**src/rtl/sync_fifo.sv**
```systemverilog
// Synchronous valid/ready FIFO with registered outputs, fill level and almost-full flag.
// Full/empty come from an explicit count, so the pointers wrap freely with no bubble.
module sync_fifo #(
    parameter int G_DATA_SIZE = 8,
    parameter int G_ADDR_SIZE = 2,
    parameter int G_AFULL     = 3
) (
    input  logic                   clk_i,
    input  logic                   rst_i,
    input  logic                   s_valid_i,
    output logic                   s_ready_o,
    input  logic [G_DATA_SIZE-1:0] s_data_i,
    output logic                   m_valid_o,
    input  logic                   m_ready_i,
    output logic [G_DATA_SIZE-1:0] m_data_o,
    output logic [G_ADDR_SIZE:0]   fill_o,
    output logic                   afull_o
);

    localparam int                 AW    = G_ADDR_SIZE;
    localparam int                 DEPTH = 2 ** AW;
    localparam logic [AW:0]        DEPTH_C = (AW + 1)'(DEPTH);
    localparam logic [AW:0]        AFULL_C = (AW + 1)'(G_AFULL);
    localparam logic [AW:0]        ONE     = (AW + 1)'(1);

    logic [G_DATA_SIZE-1:0] mem [DEPTH];
    logic [AW:0]            wr;
    logic [AW:0]            rd;
    logic [AW:0]            cnt;

    logic                   push;
    logic                   pop;
    logic                   fwd;
    logic [AW:0]            wr_next;
    logic [AW:0]            rd_next;
    logic [AW:0]            cnt_next;

    always_comb begin
        push     = s_valid_i && s_ready_o;
        pop      = m_valid_o && m_ready_i;
        wr_next  = push ? wr + ONE : wr;
        rd_next  = pop  ? rd + ONE : rd;
        cnt_next = cnt;
        case ({push, pop})
            2'b10:   cnt_next = cnt + ONE;
            2'b01:   cnt_next = cnt - ONE;
            default: cnt_next = cnt;
        endcase
        // The slot at rd_next is being written this edge only when the FIFO
        // would otherwise be empty, so the incoming word must be forwarded.
        fwd = push && (wr[AW-1:0] == rd_next[AW-1:0]);
    end

    // Data path: storage and output register carry no reset.
    always_ff @(posedge clk_i) begin
        if (push) begin
            mem[wr[AW-1:0]] <= s_data_i;
        end
        m_data_o <= fwd ? s_data_i : mem[rd_next[AW-1:0]];
    end

    // Control path: pointers, count and registered flags.
    always_ff @(posedge clk_i) begin
        if (rst_i) begin
            wr        <= '0;
            rd        <= '0;
            cnt       <= '0;
            s_ready_o <= 1'b0;
            m_valid_o <= 1'b0;
            fill_o    <= '0;
            afull_o   <= 1'b0;
        end else begin
            wr        <= wr_next;
            rd        <= rd_next;
            cnt       <= cnt_next;
            s_ready_o <= (cnt_next < DEPTH_C);
            m_valid_o <= (cnt_next != '0);
            fill_o    <= cnt_next;
            afull_o   <= (cnt_next >= AFULL_C);
        end
    end

endmodule

```
**config.mk**
```make
export PLATFORM = sky130hd
export DESIGN_NAME = sync_fifo
export DESIGN_NICKNAME = d
export VERILOG_FILES = /design/src/rtl/sync_fifo.sv
export SDC_FILE = /design/constraint.sdc
export NUM_CORES = 1
export LEC_CHECK = 0
export ABC_AREA = 1
export CAP_MARGIN = 20
export CORE_ASPECT_RATIO = 1.2
export CORE_MARGIN = 10
export CORE_UTILIZATION = 56
export DETAILED_ROUTE_END_ITERATION = 8
export GPL_ROUTABILITY_DRIVEN = 0
export GPL_TIMING_DRIVEN = 0
export PLACE_DENSITY = 0.86
export RECOVER_POWER = 100
export SYNTH_ARGS = -nofsm -noshare
export SYNTH_HDL_FRONTEND = slang
export SYNTH_SLANG_ARGS = --single-unit
export TNS_END_PERCENT = 10
```
**constraint.sdc**
```tcl
create_clock -name clk_i -period 2.99 [get_ports clk_i]
set_clock_uncertainty 0.1 [all_clocks]
set_input_delay 0.299 -clock clk_i [delete_from_list [all_inputs] [get_ports clk_i]]
set_output_delay 0.299 -clock clk_i [all_outputs]
set_load 0.01 [all_outputs]
```
[Word level (Yosys, flattened, before mapping)]
Memories as Yosys holds them, arrays and structs flattened. A register that Yosys moved wholly into a read port is not among the register bits.
Cells that the tools add are included.
Cells by class
  add/subtract/negate cells: 4
  eq/ne operators: 2
  magnitude comparators: 2
  muxes and demuxes: 4
  reduce and logical (&&, ||, !) cells: 3
Operator list (number)
  $add 3x1->3 const B: 3
  $pmux 3 s2: 1
  $ge 3x2->1 const B: 1
  $lt 3x3->1 const B: 1
  $reduce_bool 3->1: 1
  $sub 3x1->3 const B: 1
  $eq 2x1->1 const B: 1
  $eq 2x2->1 const B: 1
  $logic_and 1x1->1: 2
  $mux 1: 2
  $mux 2: 1
Storage, ports and cells
  logic and storage cells: 23
  input bits: 12
  memory bits (writable): 32
  register bits after elaboration: 12
  memories kept: 1
Memory list
  mem: depth 4, bits a word 8, rd ports 1, clocked after Yosys merged registers in 1, write ports 1, line 26  | logic [G_DATA_SIZE-1:0] mem [DEPTH];

[Depth between registers and ports, before layout]
Gate-level depths: netlist of run 1.
  word-level depth: 4
  depth in mapped cells: 11

[Worst setup path after synthesis of run 1]
Ideal clock, no wire load.
  path kind: reg2reg
  from: register s_ready_o
  to: register m_valid_o
  data required time: 2.775 ns
  stages on the path, launching flop included: 9
  library setup time: 0.115 ns
  path buffers: 0
  arrival: 1.630 ns
  slack: 1.145 ns
  cells stage by stage: dfxtp_1 > nand2_1 > ha_1 > fa_1 > or2_1 > o21ai_1 > nand2_1 > nand2_1 > nand2_1
On the way
  word-level cells in the longest chain between the ends: 4
  elaborated cells on any way between the ends: 5
  classes of those cells: 2 x eq/ne; 1 x mux; 2 x reduce/logical
RTL lines
  start: declaration: line 11  | output logic s_ready_o,
  start signal: assignment: line 76  | s_ready_o <= (cnt_next < DEPTH_C);
  $logic_and 1x1->1 *: line 39  | push = s_valid_i && s_ready_o;
  $eq 2x1->1 / $eq 2x2->1 (equally long branches): line 44  | case ({push, pop})
  $pmux 3 s2 *: line 44
  $reduce_bool 3->1 *: line 77  | m_valid_o <= (cnt_next != '0);
  end signal: assignment: line 77
  end: declaration: line 13  | output logic m_valid_o,
Every way passes the cells marked *; elsewhere a longest branch is shown, timed or not.
A chain may end at the register's enable or synchronous reset.

==> metrics.yaml, run 1 <==
synthesis:
  synth_cells: 146
  netlist.area_leader.share_pct: 55.5
  synthSimpleGateAreaFrac_pct: 10.2
  yosys_register_bits: 44
  synth_mux_area_share_pct: 0
  synth_top_family_by_area: "simple AND/OR/NAND/NOR gates"
  syn_area_um2: 1730
  synth_compound_area_share_pct: 9.91
  ys_types: 19
  synth_area_leaders: "edfxtp_1 (56%), dfxtp_1 (14%), nor2_1 (5.4%)"
  syn_nets: 164
  yosysSeqAreaShare_pct: 69.4
  synthXorXnorAreaFrac_pct: 0.506
  yosys.area.top_type: "edfxtp_1"
  synth_warnings: 0
  yosys.area_share.adder_pct: 4.77
  syn_avg_cell_area_um2: 11.9
clocking:
  post_cts_resized: 0
  cts_made_buffers: 5
  cts.sinks: 44
  cts_tree: "yes"
  htree_levels: 2
  cts-hold-fix-buffers: 0
  insertion_delay_ns: 0.34
  cts_root_buffer: "clkbuf_4"
  cts_buffer_depth: 2
  clkSlewWorstSetupHoldPaths_ns: 0.12
  postCtsSetupBuffers: 0
critical_path:
  cp_top_family: "buffers and inverters"
  path_max_fanout: 10
  critPathLaunchType: "register"
  cp.arrival_ns: 2.06
  crit_chain: "inv_1 -> buf_6 -> nor2_1 -> o22ai_1 -> dlygate4sd3_1"
  worst-setup-path-type: "register to output port"
  worst_setup_path_end_kind: "output port"
  path_buf_inv: 3
  crit_slowest_cell: "dlygate4sd3_1"
  slowest_delay_ns: 0.64
  worst_ep_required_time_ns: 2.59
grt:
  grt_overflow: 0
  antenna_found_initial: 0
  grt_first_pass_wirelength_um: 5840
  grt_pass1_vias: 1270
  globalRouteMet3Util_pct: 6.22
  busiest_layer: "met2"
  grt.met2_usage_pct: 23.7
  grt_max_degree: 14
  track_usage_pct: 13.2
  grt_util_met1_pct: 12.6
sta:
  finalCriticalPeriod_ns: 2.46
  rsz0062_at_grt: "no"
  hold_violations: 0
  relSlewSlack_pct: 45.2
  finalCritPeriodShare_pct: 82.3
  tightest_slew_ns: 0.819
  tns_ns: 0
  timing.fmax_ghz: 0.406
  final_max_slew_viol_count: 0
  setup_viol: 0
placed_design:
  dp_hpwl_um: 2510
  port_buffers: 25
drt:
  vias: 1140
  antenna_left: 0
  drt_pass1_iterations: 4
  drt_iter0_drc: 60
  wire_per_inst_um: 15.9
  totalWireLength_um: 3410
  post-route-drc-count: 0
  viasPerCell: 5.30
pwr:
  power_density_nw_per_um2: 736
  power_leakage_uw: 0.000804
  finalPower_uw: 1530
  vdd_drop_max_v: 0.000654
layout:
  diodes: 0
  num-nets-final: 196
  syn2layout_area_growth_pct: 20.0
  drive_gt1_share_pct: 6.15
die:
  io_pins: 26
  die_y_um: 80.9
  die_w_um: 70.7
  dieArea_um2: 5720
  rows: 22
  fp.coreArea_um2: 3030
  initial_core_util_pct: 57.1
worst_hold_path:
  hp-class: "register to register"
run_status:
  status: "finished clean"
run:
  drv_cap: 0
==> cell usage in the layout (no fill, tap or decap), drive strengths merged <==
cell type       n
clkdlybuf4s50   3
o21ai          19
dlygate4sd3    22
nand4           1
clkinv          1
ha              5
fa              1
dfxtp          12
buf             2
nor3            1
o22ai           8
nand3           1
nand2          16
or2             1
inv            18
xor2            1
edfxtp         32
clkbuf          7
a21oi           3
nor2           25
==> routing by layer <==
metal	vias to the layer above	share of wire [%]	routed length, um
met1	531	36	1230
li1	565	-	-
met4	0	1.3	44
met3	4	8.8	300
met5	-	0	0
met2	40	54	1840
==> stage by stage <==
stage | instances | hold WS (ns) | utilization [%] | cell area (um^2) | setup WS [ns]
final | 215 | 0.371 | 68.6 | 2080 | 0.529
after global routing | 215 | 0.421 | 68.6 | 2080 | 0.358
after CTS | 215 | 0.374 | 68.6 | 2080 | 0.606
after detailed placement | 207 | 0.366 | 66.9 | 2030 | 0.575
after global placement | 207 | 0.356 | 66.9 | 2030 | 0.638
after floorplan | 146 | 0.268 | - | 1730 | 1.15
==> synth_stat cells, drive strengths merged <==
library cell,instances
fa,1
nor2,25
xor2,1
inv,18
buf,2
o21ai,19
edfxtp,32
o22ai,8
nand2,16
or2,1
nand3,1
nor3,1
a21oi,3
nand4,1
dfxtp,12
ha,5
==> worst min-delay path: cells and delay by family, from the launching register on <==
family / cells / cell delay (ns)
simple gates: 2 / 0.12
flops: 1 / 0.33
==> logic make-up (layout without fill, tap and decap cells) <==
kind of cell,Yosys count,in the layout
simple gates,45,45
buf+inv,20,53
flops,44,44
xor+xnor,1,1
fa+ha+maj,6,6
compound gates,30,30
==> report_power, final <==
part | switching, uW | leakage [uW] | internal [uW]
registers | 46.4 | 0.000389 | 721
clock network | 169 | 0.0000293 | 91.8
logic | 276 | 0.000385 | 223
total | 491 | 0.000804 | 1040
==> layout make-up <==
type	count	area (um^2)
Multi-Input combinational cell	82	439
Timing Repair Buffer	25	250
Sequential cell	44	1200
Inverter	18	67.6
Tap cell	36	45.0
Fill cell	243	952
Clock inverter	1	5.00
Clock buffer	7	45.0
Buffer	2	22.5
==> sequential cells by signal, indices dropped and copies added, names as in the netlist, named ones only <==
register / flops
cnt: 3
m_valid_o: 1
wr: 2
s_ready_o: 1
afull_o: 1
rd: 2
mem: 32
==> worst paths after layout <==
check	from	end	slack (ns)	cells past startpoint
worst max-delay path	register	m_data_o[0]	0.53	5
worst min-delay path	rd[1]$_SDFF_PP0_	register	0.37	2
worst max register to register	s_ready_o$_SDFF_PP0_	m_valid_o$_SDFF_PP0_	0.97	8
worst min register to register	rd[1]$_SDFF_PP0_	register	0.37	2
(Power assumes the default switching activity.)
==> run 2, diff against run 1 <==
CORE_UTILIZATION = 47   (was 56)
PLACE_DENSITY = 0.78   (was 0.86)
clock period = 2.25 ns   (was 2.99 ns; I/O delays follow)
==> run 2 against run 1 <==
- setup slack worse by 0.42 ns
- global-route usage is 1.8 points lower
- die area is 14% higher
- clock-buffer cell count fell by 1
- power increased by 47%
- wire length is 0.44% lower
- register-to-register slack lost 0.68 ns
- sequential power increased by 34%
- largest cell class unchanged
- largest power group unchanged
==> metrics.yaml, run 2 (synthesis gave the netlist of run 1 again) <==
run_status:
  status: "finished clean"
layout:
  largest_reg_flops: 32  # unchanged
  regArea_um2: 1200  # +0.21%
  diodes: 0  # unchanged
  num-nets-final: 196  # unchanged
  multi_input_area_um2: 439  # unchanged
  drive_gt1_share_pct: 9.50  # +3.4 points
  fill_cells: 298  # +23%
  fin_area_um2: 2140  # +3.0%
  final_common_cell: "edfxtp_1"
  layout_common_cells: "edfxtp_1 (32), nor2_1 (25), inv_1 (16), nand2_1 (16), dlygate4sd3_1 (16)"
  syn2layout_area_growth_pct: 23.5
grt:
  grt_first_pass_wirelength_um: 5570  # -4.6%
  grt_overflow: 0  # unchanged
  grt_max_degree: 15  # +1
  antenna_found_initial: 0  # unchanged
  track_usage_pct: 11.3  # -1.8 points
  grt_pass1_vias: 1162  # -8.5%
clocking:
  cts_buffer_depth: 2  # unchanged
  cts-hold-fix-buffers: 0  # unchanged
  insertion_delay_ns: 0.30  # -0.04 ns
  cts_tree: "yes"
  cts_root_buffer: "clkbuf_8"
  cts.sinks: 44  # unchanged
  cts_made_buffers: 5  # unchanged
  htree_levels: 2  # unchanged
  clkSlewWorstSetupHoldPaths_ns: 0.08  # -0.04 ns
die:
  initial_core_util_pct: 48.0  # -9.1 points
  die_w_um: 75.4  # +6.6%
  fp.coreArea_um2: 3600  # +19%
  rows: 24  # +9.1%
  io_pins: 26  # unchanged
  die_y_um: 86.5  # +6.9%
  dieArea_um2: 6520  # +14%
critical_path:
  worst_ep_required_time_ns: 1.92  # -0.67 ns
  worst_setup_path_end_kind: "output port"
  worst-setup-path-type: "register to output port"
  critPathLaunchType: "register"
  cp.arrival_ns: 1.81  # -0.25 ns
  rr_worst_depth: 8  # unchanged
  path_max_fanout: 10  # unchanged
  rr_startpoint: "s_ready_o$_SDFF_PP0_"
  path_buf_inv: 3  # unchanged
  r2r_slack_ns: 0.29  # -0.68 ns
  r2r-end: "afull_o$_SDFF_PP0_"
  crit_slowest_cell: "clkdlybuf4s50_1"
  crit_chain: "inv_2 -> buf_6 -> nor2_1 -> o22ai_1 -> clkdlybuf4s50_1"
  cp_top_family: "buffers and inverters"
  slowest_delay_ns: 0.58  # -0.06 ns
pwr:
  seqPwrFrac_pct: 45.8  # -4.5 points
  vdd_drop_max_v: 0.000630  # -3.7%
  p_int_uw: 1560  # +50%
  power_leakage_uw: 0.000832  # +3.4%
  power_density_nw_per_um2: 1050  # +43%
  switchingPower_uw: 684  # +39%
  power.share.combinational_pct: 29.9  # -2.7 points
  swShare_pct: 30.5  # -1.6 points
  clkPwrFrac_pct: 24.2  # +7.1 points
  finalPower_uw: 2240  # +47%
worst_hold_path:
  hold_path_startpoint: "rd[1]$_SDFF_PP0_"
  whs_path_depth: 2  # unchanged
  hp-class: "register to register"
sta:
  finalCritPeriodShare_pct: 95.0
  setup_viol: 0  # unchanged
  hold_slack_ns: 0.386  # +0.0147 ns
  timing.fmax_ghz: 0.468
  relSlewSlack_pct: 46.8  # +1.6 points
  rsz0062_at_grt: "no"
  final_max_slew_viol_count: 0  # unchanged
  tightest_slew_ns: 0.795  # -0.0246 ns
  hold_violations: 0  # unchanged
  finalCriticalPeriod_ns: 2.14
drt:
  post-route-drc-count: 0  # unchanged
  antenna_left: 0  # unchanged
  totalWireLength_um: 3400  # -0.44%
  drt_pass1_iterations: 4  # unchanged
  drt_iter0_drc: 73  # +22%
  viasPerCell: 5.21  # -1.8%
  wire_per_inst_um: 15.6  # -1.8%
  vias: 1135  # -0.44%
placed_design:
  port_buffers: 25  # unchanged
  placed_cell_area_um2: 2030  # +0.19%
  dp_hpwl_um: 2490  # -0.67%
run:
  drv_cap: 0  # unchanged
-- run 2: cell count changes in the layout (fill, tap and decap cells not counted), sizes merged --
cell | before | now
clkbuf | 7 | 6
clkdlybuf4s50 | 3 | 9
dlygate4sd3 | 22 | 16
inv | 18 | 19
-- run 2: area by class of cell --
| class | count | share of cell area, % |
|---|---|---|
| buffer | 2 | 1.05 |
| clock buffer | 6 | 4.39 |
| clock inverter | 2 | 0.527 |
| inverter | 18 | 3.16 |
| multi-input combinational | 82 | 20.6 |
| sequential | 44 | 56.3 |
| tap | 39 | 2.28 |
| timing repair buffer | 25 | 11.7 |
-- run 2: worst register-to-register path, cell delays in order, from the launching register on --
cell and delay, ns:
dfxtp_1 0.33, nand2_1 0.18, ha_1 0.31, fa_1 0.43, or2_1 0.20, o21ai_0 0.11
nor2_1 0.09, nand2_1 0.07, nand2_1 0.05
-- run 2: stage by stage --
step / setup TNS (ns) / setup slack [ns] / utilization [%] / std cells
after floorplan: 0 / 0.405 / - / 146
after global placement: -0.0118 / -0.00714 / 56.3 / 210
after detailed placement: -0.141 / -0.0786 / 56.3 / 210
after CTS: 0 / 0.00238 / 59.2 / 218
after global routing: 0 / 0.0246 / 59.3 / 218
final: 0 / 0.112 / 59.3 / 218
-- run 2: repair_timing --
item	in CTS	in global routing
gates resized for setup	0	3
endpoints found under the setup margin	0	8
buffers inserted	0	0
-- run 2: power groups by stage --
stage | combinational (uW) | clock (uW) | sequential [uW]
global route | 758 | 600 | 1040
detailed placement | 700 | 0 | 1050
finish | 671 | 543 | 1030
floorplan | 359 | 0 | 1050
CTS | 705 | 559 | 1030
global placement | 677 | 0 | 1040
-- run 2: how the worst max path moves through the flow --
stage,startpoint,depth (start not counted),endpoint,slack [ns]
3_3_place_gp,s_valid_i,9,afull_o$_SDFF_PP0_,-0.007
5_1_grt,register,5,m_data_o[3],0.02
2_1_floorplan,s_ready_o$_SDFF_PP0_,8,m_valid_o$_SDFF_PP0_,0.41
3_5_place_dp,s_valid_i,9,afull_o$_SDFF_PP0_,-0.08
4_1_cts,register,5,m_data_o[3],0.002
6_report,register,5,m_data_o[3],0.11
-- run 2: metal layers --
layer / share of wire (%) / GRT usage [%]
met4: 1.8 / 5.08
met5: 0 / 0
met2: 49 / 18.7
met1: 40 / 12.0
met3: 8.7 / 5.15
==> run 3, diff against run 2 <==
==> constraint.sdc (replaced) <==
create_clock -name clk_i -period 2.25 [get_ports clk_i]
set_clock_uncertainty 0.1 [all_clocks]
set_input_delay 0.5625 -clock clk_i [delete_from_list [all_inputs] [get_ports clk_i]]
set_output_delay 0.5625 -clock clk_i [all_outputs]
set_load 0.01 [all_outputs]
==> run 3 against run 2 <==
- sequential share of layout area decreased by 0.47 points
- flip-flop and latch count unchanged
- die area did not move
- sequential power is essentially flat
- cell area grew 1.1%
- wire length up 2.4%
- global-route usage rose by 0.070 points
- non-clock buffer count stayed put
- first-iteration DRC count is 12% higher
- critical path type is now input pin to register
- critical endpoint is now afull_o$_SDFF_PP0_
- highest routed layer unchanged
==> metrics.yaml, run 3 (synthesis gave the netlist of run 1 again) <==
clocking:
  postCtsSetupBuffers: 0  # unchanged
  cts_buffer_depth: 2  # unchanged
  htree_levels: 2  # unchanged
  cts_made_buffers: 5  # unchanged
  cts.sinks: 44  # unchanged
  cts_tree: "yes"
  clkSlewWorstSetupHoldPaths_ns: 0.08  # about the same
  cts-hold-fix-buffers: 0  # unchanged
  cts_root_buffer: "clkbuf_8"
  insertion_delay_ns: 0.30  # about the same
critical_path:
  critPathLaunchType: "input pin"
  rr_worst_depth: 8  # unchanged
  r2r_slack_ns: 0.46  # +0.17 ns
  path_max_fanout: 9  # -1
  worst_setup_path_end_kind: "register"
  cp.arrival_ns: 2.28  # +0.47 ns
  r2r-end: "afull_o$_SDFF_PP0_"
  rr_startpoint: "s_ready_o$_SDFF_PP0_"
  worst_ep_required_time_ns: 2.35  # +0.43 ns
  worst-setup-path-type: "input pin to register"
sta:
  final_max_slew_viol_count: 0  # unchanged
  timing.fmax_ghz: 0.460  # -1.7%
  finalCritPeriodShare_pct: 96.7  # +1.7 points
  rsz0062_at_grt: "no"
  setup_viol: 0  # unchanged
  finalCriticalPeriod_ns: 2.18  # +0.0376 ns
  tightest_slew_ns: 0.794  # -0.000131 ns
  hold_violations: 0  # unchanged
  relSlewSlack_pct: 46.8  # about the same
grt:
  grt_pass1_vias: 1160  # -0.17%
  antenna_found_initial: 0  # unchanged
  grt_overflow: 0  # unchanged
  track_usage_pct: 11.4  # +0.070 points
  grt_first_pass_wirelength_um: 5600  # +0.61%
  grt_max_degree: 15  # unchanged
pwr:
  finalPower_uw: 2240  # about the same
  clkPwrFrac_pct: 24.3  # about the same
  p_int_uw: 1540  # -1.1%
  power_leakage_uw: 0.000847  # +1.8%
  swShare_pct: 31.3  # +0.75 points
  power_density_nw_per_um2: 1040  # -1.1%
  switchingPower_uw: 701  # +2.4%
  power.share.combinational_pct: 29.6  # -0.3 points
  vdd_drop_max_v: 0.000665  # +5.6%
  seqPwrFrac_pct: 46.1  # +0.3 points
layout:
  fin_cells: 218  # unchanged
  num-nets-final: 196  # unchanged
  diodes: 0  # unchanged
  syn2layout_area_growth_pct: 24.8
  final_common_cell: "edfxtp_1"
  largest_reg_flops: 32  # unchanged
  drive_gt1_share_pct: 11.7  # +2.2 points
  layout_common_cells: "edfxtp_1 (32), nor2_1 (25), inv_1 (16), dlygate4sd3_1 (15)"
die:
  dieArea_um2: 6520  # unchanged
  rows: 24  # unchanged
  initial_core_util_pct: 48.0  # unchanged
  die_y_um: 86.5  # unchanged
  fp.coreArea_um2: 3600  # unchanged
  die_w_um: 75.4  # unchanged
  io_pins: 26  # unchanged
drt:
  viasPerCell: 5.24  # +0.62%
  drt_iter0_drc: 82  # +12%
  wire_per_inst_um: 16.0  # +2.4%
  antenna_left: 0  # unchanged
  totalWireLength_um: 3480  # +2.4%
  vias: 1142  # +0.62%
  drt_pass1_iterations: 4  # unchanged
  post-route-drc-count: 0  # unchanged
placed_design:
  dp.cells: 210  # unchanged
  dp_hpwl_um: 2490  # unchanged
  port_buffers: 25  # unchanged
worst_hold_path:
  hp-class: "register to register"
  hold_path_startpoint: "rd[1]$_SDFF_PP0_"
  whs_path_depth: 2  # unchanged
run:
  drv_cap: 0  # unchanged
run_status:
  status: "finished clean"
-- run 3: changes by cell type in the layout (fill, tap and decap cells not counted), sizes merged --
cell           delta
clkdlybuf4s50     -7
dlygate4sd2       +5
clkdlybuf4s15     +3
dlygate4sd3       -1
-- run 3: power groups by stage --
| stage | Combinational (uW) | Sequential, uW | Clock [uW] |
|---|---|---|---|
| after floorplan | 359 | 1050 | 0 |
| after global placement | 677 | 1040 | 0 |
| after detailed placement | 700 | 1050 | 0 |
| after CTS | 661 | 1030 | 559 |
| after global routing | 748 | 1050 | 600 |
| final | 663 | 1030 | 545 |
-- run 3: area by class of cell --
cell class | instances | area, um^2
buffer | 2 | 22.5
clock buffer | 6 | 93.8
clock inverter | 2 | 11.3
fill | 293 | 1440
inverter | 18 | 67.6
multi-input combinational | 82 | 465
sequential | 44 | 1210
tap | 39 | 48.8
timing repair buffer | 25 | 244
-- run 3: per-stage QoR --
stage	TNS [ns]	hold slack [ns]	instance area (um^2)	worst slack, ns	utilization (%)
after global placement	-3.41	0.357	2030	-0.345	56.3
after global routing	0	0.397	2160	0.00271	59.9
after CTS	0	0.395	2130	0.0214	59.1
after detailed placement	-4.92	0.383	2030	-0.416	56.3
final	0	0.384	2160	0.0745	59.9
after floorplan	0	0.344	1730	0.227	-
-- run 3: worst max-delay path: stages --
cell             delay (ns)
clkdlybuf4s50_1        0.50
nand2_4                0.10
ha_4                   0.19
fa_1                   0.42
or2_1                  0.23
o21ai_2                0.07
nor2_1                 0.07
nand2_1                0.07
nand2_1                0.05
-- run 3: worst max path at each step --
stage | from | endpoint | slack (ns) | depth (start not counted)
2_1_floorplan | s_valid_i | m_valid_o$_SDFF_PP0_ | 0.23 | 8
3_3_place_gp | s_valid_i | afull_o$_SDFF_PP0_ | -0.34 | 9
3_5_place_dp | s_valid_i | afull_o$_SDFF_PP0_ | -0.42 | 9
4_1_cts | s_valid_i | afull_o$_SDFF_PP0_ | 0.02 | 9
5_1_grt | m_ready_i | m_valid_o$_SDFF_PP0_ | 0.003 | 10
6_report | s_valid_i | afull_o$_SDFF_PP0_ | 0.07 | 9
-- run 3: layer usage --
layer	wire length [um]	track usage [%]
met5	0	0
met4	31	5.08
met3	308	5.15
met2	1750	18.7
met1	1390	12.2
-- run 3: repair_timing --
action                                  CTS  global route
gates resized for setup                  12            10
gates cloned                              0             0
endpoints found under the setup margin   10             9
endpoints found under the hold margin     0             0
